## config.mk

```make
export PLATFORM = sky130hd
export DESIGN_NAME = q_seq_mult_flat
export DESIGN_NICKNAME = d
export VERILOG_FILES = /design/src/rtl/q_seq_mult_if.sv /design/src/rtl/q_seq_mult.sv /design/src/flat_wrapper.sv
export SDC_FILE = /design/constraint.sdc
export NUM_CORES = 1
export LEC_CHECK = 0
export BUFFER_PORTS_ARGS = -buffer_cell sky130_fd_sc_hd__buf_4
export CORE_UTILIZATION = 45
export DETAILED_ROUTE_END_ITERATION = 12
export GPL_TIMING_DRIVEN = 1
export PLACE_DENSITY = 0.63
export REMOVE_ABC_BUFFERS = 1
export SLEW_MARGIN = 20
export SYNTH_ARGS = -nofsm -noshare
export SYNTH_HDL_FRONTEND = slang
export SYNTH_SLANG_ARGS = --single-unit
```

## constraint.sdc

```tcl
create_clock -name clk -period 4.2 [get_ports clk]
set_input_delay 0.84 -clock clk [delete_from_list [all_inputs] [get_ports clk]]
set_output_delay 0.84 -clock clk [all_outputs]
set_load 0.05 [all_outputs]
```

## src/rtl/q_seq_mult_if.sv

```systemverilog
// rtl/q_seq_mult_if.sv - start/busy/done handshake and operand/result bundle for q_seq_mult
interface q_seq_mult_if #(
    parameter int WIDTH = 16
);
    logic             clr;
    logic             start;
    logic [WIDTH-1:0] a_in;
    logic [WIDTH-1:0] b_in;
    logic             busy;
    logic             done;
    logic [WIDTH-1:0] result;
    logic             ovf;

    modport master (
        output clr, start, a_in, b_in,
        input  busy, done, result, ovf
    );

    modport slave (
        input  clr, start, a_in, b_in,
        output busy, done, result, ovf
    );
endinterface

```

## src/rtl/q_seq_mult.sv

```systemverilog
// rtl/q_seq_mult.sv - sequential shift-add unsigned fixed-point multiplier with saturation
module q_seq_mult #(
    parameter int WIDTH = 16,
    parameter int FRAC  = 8
) (
    input  logic        clk,
    input  logic        rst,
    q_seq_mult_if.slave bus
);
    localparam int CW = (WIDTH > 1) ? $clog2(WIDTH) : 1;

    typedef enum logic [1:0] {S_IDLE, S_RUN, S_DONE} state_t;

    state_t             state, state_nxt;
    logic [2*WIDTH-1:0] acc, a_sh, acc_step;
    logic [WIDTH-1:0]   b_sh;
    logic [CW-1:0]      cnt;
    logic               last_step;
    logic [WIDTH-1:0]   sat_res;
    logic               sat_ovf;
    logic [WIDTH-1:0]   result_q;
    logic               ovf_q;

    assign acc_step  = b_sh[0] ? (acc + a_sh) : acc;
    assign last_step = (cnt == CW'(WIDTH - 1));

    // Saturate when any integer bit above the output format is set.
    assign sat_ovf = |acc_step[2*WIDTH-1:WIDTH+FRAC];
    assign sat_res = sat_ovf ? {WIDTH{1'b1}} : acc_step[WIDTH+FRAC-1:FRAC];

    always_ff @(posedge clk or negedge rst) begin
        if (!rst) state <= S_IDLE;
        else      state <= state_nxt;
    end

    always_comb begin
        state_nxt = state;
        if (bus.clr) begin
            state_nxt = S_IDLE;
        end else begin
            case (state)
                S_IDLE:  if (bus.start) state_nxt = S_RUN;
                S_RUN:   if (last_step) state_nxt = S_DONE;
                S_DONE:  state_nxt = S_IDLE;
                default: state_nxt = S_IDLE;
            endcase
        end
    end

    always_ff @(posedge clk or negedge rst) begin
        if (!rst) begin
            acc      <= '0;
            a_sh     <= '0;
            b_sh     <= '0;
            cnt      <= '0;
            result_q <= '0;
            ovf_q    <= 1'b0;
        end else if (bus.clr) begin
            result_q <= '0;
            ovf_q    <= 1'b0;
        end else begin
            case (state)
                S_IDLE: begin
                    if (bus.start) begin
                        acc  <= '0;
                        a_sh <= {{WIDTH{1'b0}}, bus.a_in};
                        b_sh <= bus.b_in;
                        cnt  <= '0;
                    end
                end
                S_RUN: begin
                    acc  <= acc_step;
                    a_sh <= a_sh << 1;
                    b_sh <= b_sh >> 1;
                    cnt  <= cnt + CW'(1);
                    // Result is captured on the final step so it is stable while done is high.
                    if (last_step) begin
                        result_q <= sat_res;
                        ovf_q    <= sat_ovf;
                    end
                end
                default: ;
            endcase
        end
    end

    assign bus.busy   = (state != S_IDLE);
    assign bus.done   = (state == S_DONE);
    assign bus.result = result_q;
    assign bus.ovf    = ovf_q;
endmodule
```

## src/flat_wrapper.sv

```systemverilog
// flat-port wrapper written by rule: the top's interface ports become plain ports
module q_seq_mult_flat 
#(
    parameter int WIDTH = 16,
    parameter int FRAC  = 8
)
  (clk, rst, bus_clr, bus_start, bus_a_in, bus_b_in, bus_busy, bus_done, bus_result, bus_ovf);
  q_seq_mult_if #(.WIDTH(WIDTH)) bus_i ();
  input  logic clk;
  input  logic rst;
  input wire logic [$bits(bus_i.clr)-1:0] bus_clr;
  input wire logic [$bits(bus_i.start)-1:0] bus_start;
  input wire logic [$bits(bus_i.a_in)-1:0] bus_a_in;
  input wire logic [$bits(bus_i.b_in)-1:0] bus_b_in;
  output wire logic [$bits(bus_i.busy)-1:0] bus_busy;
  output wire logic [$bits(bus_i.done)-1:0] bus_done;
  output wire logic [$bits(bus_i.result)-1:0] bus_result;
  output wire logic [$bits(bus_i.ovf)-1:0] bus_ovf;
  assign bus_i.clr = bus_clr;
  assign bus_i.start = bus_start;
  assign bus_i.a_in = bus_a_in;
  assign bus_i.b_in = bus_b_in;
  assign bus_busy = bus_i.busy;
  assign bus_done = bus_i.done;
  assign bus_result = bus_i.result;
  assign bus_ovf = bus_i.ovf;
  q_seq_mult #(.WIDTH(WIDTH), .FRAC(FRAC)) u_core (.clk(clk), .rst(rst), .bus(bus_i));
endmodule
```

==> results.py <==
metrics = {
    "final_layout": {
        "fillers": 1248,
        "multi_input_area_um2": 3330,
        "final_nets": 793,
        "drive_gt1_frac": 0.133,
        "synthToLayoutAreaGrowth_pct": 14.5,
        "ff_latch_area_um2": 2580,
        "layoutNonFillerInstCount": 906,
    },
    "clock_network": {
        "clock_latency_ps": 350,
        "htree_levels": 3,
        "cts_sinks": 103,
        "post_cts_buffers": 0,
        "cts-buffers-inserted": 9,
        "cts_tree": "built",
        "hold_buffers": 0,
        "path_clk_slew_ps": 70,
        "clock_tree.root_cell": "clkbuf_16",
        "clock_path_buffers": 2,
        "cts_resized": 0,
    },
    "route": {
        "wire_per_inst_um": 17.4,
        "drtIter0Drc": 365,
        "wirelength_um": 15800,
        "detail-route-antenna-nets": 0,
        "firstDrtPassIters": 5,
        "remaining_drc_errors": 0,
        "via_per_inst": 5.88,
        "vias": 5324,
    },
    "pwr": {
        "ir_drop_mv": 0.310,
        "p_leak_nw": 3.22,
        "pwr_density_cell_nw_per_um2": 461,
    },
    "synth": {
        "ys_seq_elements": 103,
        "synthArstFlopShare": 1.00,
        "synth_top_area_cell": "dfrtp_1",
        "ys_warn_count": 0,
        "synth_most_common_cell": "nand2_1",
        "syn_inst": 691,
        "synth_area_um2": 6130,
        "ys_top_cells_by_count": "115 x nand2_1, 103 x dfrtp_1, 64 x nor2_1, 46 x o21ai_0, 44 x a21oi_1",
        "ys_types": 64,
        "ys_top_cells_by_area": "dfrtp_1 42%, nand2_1 7.0%, ha_1 6.5%",
        "synth_edf_count": 0,
        "synth.avg_cell_area_um2": 8.87,
        "synth_flop_cell": "dfrtp_1",
        "yosysTopAreaCellShare": 0.420,
        "ys_seq_area_frac": 0.420,
    },
    "sta": {
        "period_needed_ps": 3590,
        "tns_ps": 0,
        "max_slew_margin": 0.329,
        "slew_viol_final": 0,
        "setup_slack_ps": 608,
        "setup_viol": 0,
        "clock.fmax_ghz": 0.278,
        "rsz0062_at_grt": "no",
        "worst_slew_pin_slew_ps": 1000,
        "clock-skew-final_ps": 12.0,
        "hold_viol_final": 0,
        "min_period_over_period": 0.855,
    },
    "placement": {
        "hpwl_um": 11500,
        "dp.cells": 889,
        "place_ws_ps": 701,
        "gp_congestion": 0.900,
        "io_buffers": 54,
    },
    "outcome": {
        "status": "complete, no violations",
    },
    "critical_path": {
        "arrival_ps": 3810,
        "cp_cell_sequence": "ha_1 > inv_1 > fa_1 > and2b_1 > o2111ai_1 > a21oi_1 > o21ai_1 > o21a_1 > a211oi_1 > o221ai_1 > nor4_4 > buf_4 > a311oi_1",
        "critPathKind": "reg2reg",
        "required_ps": 4420,
        "worstRegToRegCells": 13,
        "slowest_stage": "dfrtp_1",
        "critPathCaptureType": "flop",
        "start_kind": "flop",
        "cp_slowest_stage_delay_ps": 390,
        "path_max_fanout": 17,
    },
    "flow_run": {
        "cap_violations": 0,
    },
    "grt": {
        "grt_pass1_wl_um": 26200,
        "grt_pass1_vias": 5211,
        "grt_antenna_before_repair": 0,
        "grt_use_total": 0.235,
        "grt_overflow": 0,
        "grt_start_max_net_pins": 67,
    },
    "min_path": {
        "hp-class": "reg2reg",
        "whs_path_depth": 2,
    },
    "floorplan": {
        "ios": 55,
        "initial_utilization": 0.463,
        "fp.dieW_um": 119,
        "dieArea_um2": 14100,
        "coreArea_um2": 13200,
        "dieHeight_um": 119,
        "std_cell_rows": 42,
    },
}
==> cells in the final DEF, fill, tap and decap left out, types with 3 or more instances in the layout <==
cell type | Yosys | final
a21o_1 | 8 | 8
nand2_1 | 115 | 115
mux2i_1 | 11 | 11
nand2b_1 | 3 | 3
nor2_1 | 64 | 63
nand3_1 | 9 | 9
o211ai_1 | 6 | 6
o21ai_0 | 46 | 46
a311oi_1 | 16 | 16
ha_1 | 32 | 32
o21bai_1 | 3 | 3
a21oi_1 | 44 | 44
a211oi_1 | 6 | 6
a22o_1 | 22 | 22
a222oi_1 | 7 | 7
clkbuf_16 | 0 | 9
xnor2_1 | 11 | 11
nor3_1 | 6 | 6
nand4_1 | 16 | 16
inv_1 | 15 | 15
buf_4 | 0 | 66
o2111ai_1 | 3 | 3
o21ai_1 | 7 | 6
dfrtp_1 | 103 | 103
xor2_1 | 12 | 12
nor2b_1 | 6 | 5
a31oi_1 | 29 | 29
o21a_1 | 8 | 8
==> worst paths after layout <==
check,from,endpoint,slack (ps)
max in group asynchronous,rst,u_core.acc[1],2790
hold / removal,u_core.acc[7],u_core.acc[7],490
hold reg to reg,u_core.acc[7],u_core.acc[7],490
setup / recovery,u_core.a_sh[0],u_core.bus.result[1],610
setup reg to reg,u_core.a_sh[0],u_core.bus.result[1],610
min in group asynchronous,rst,u_core.a_sh[30],590
==> cell type report <==
cell class,count,share of cell area
Multi-Input combinational cell,528,0.475
Timing Repair Buffer,66,0.0706
Clock buffer,10,0.0341
Antenna cell,1,0.000357
Clock inverter,6,0.0128
Sequential cell,103,0.367
Inverter,16,0.00856
Tap cell,176,0.0314
==> routing by layer <==
layer,GRT usage,share of wire,up-vias
met5,0,0,-
met4,0.0672,0.016,0
met3,0.0468,0.034,23
met2,0.408,0.50,97
met1,0.295,0.45,2607
li1,-,-,2597
==> worst max-delay path: cells and delay by family, from the launching register on <==
kind / cells / cell delay (ps)
and+or+nand+nor: 2 / 500
adders and majority gates: 2 / 610
DFF: 1 / 390
buffers and inverters: 2 / 340
AOI/OAI and AO/OA: 7 / 1610
==> kinds of logic (layout without fill, tap and decap cells) <==
logic type / count (synthesis) / count (layout) / share of synthesized area
AO/OA/AOI/OAI: 226 / 226 / 0.249
XOR/XNOR: 23 / 23 / 0.0329
adder cells (fa/ha/maj): 33 / 33 / 0.0686
buffers and inverters: 60 / 98 / 0.0396
flip-flops: 103 / 103 / 0.420
multiplexers: 12 / 12 / 0.0198
other: 0 / 1 / 0
AND/OR/NAND/NOR: 234 / 234 / 0.170
==> where the power goes <==
part           internal (W)  leakage (nW)  switching (W)  total (W)
Clock              0.000542         0.159       0.000374   0.000916
Combinational      0.000414          1.71       0.000666    0.00108
Sequential          0.00112          1.35       0.000115    0.00124
Total               0.00208          3.22        0.00116    0.00324
==> per-stage QoR <==
stage	cell area, um2	utilization	power [W]	hold slack [ps]
floorplan	5950	-	0.00201	447
global placement	6690	0.505	0.00233	463
detailed placement	6690	0.505	0.00234	484
CTS	7020	0.530	0.00327	501
global route	7020	0.530	0.00345	528
finish	7020	0.530	0.00324	492
==> state kept, by name (all words and copies together), names as in the netlist <==
signal,count
u_core.a_sh,32
u_core.acc,32
u_core.b_sh,16
u_core.bus.ovf,1
u_core.bus.result,16
u_core.cnt,4
u_core.state,2
Power figures use the tool's default switching activity.
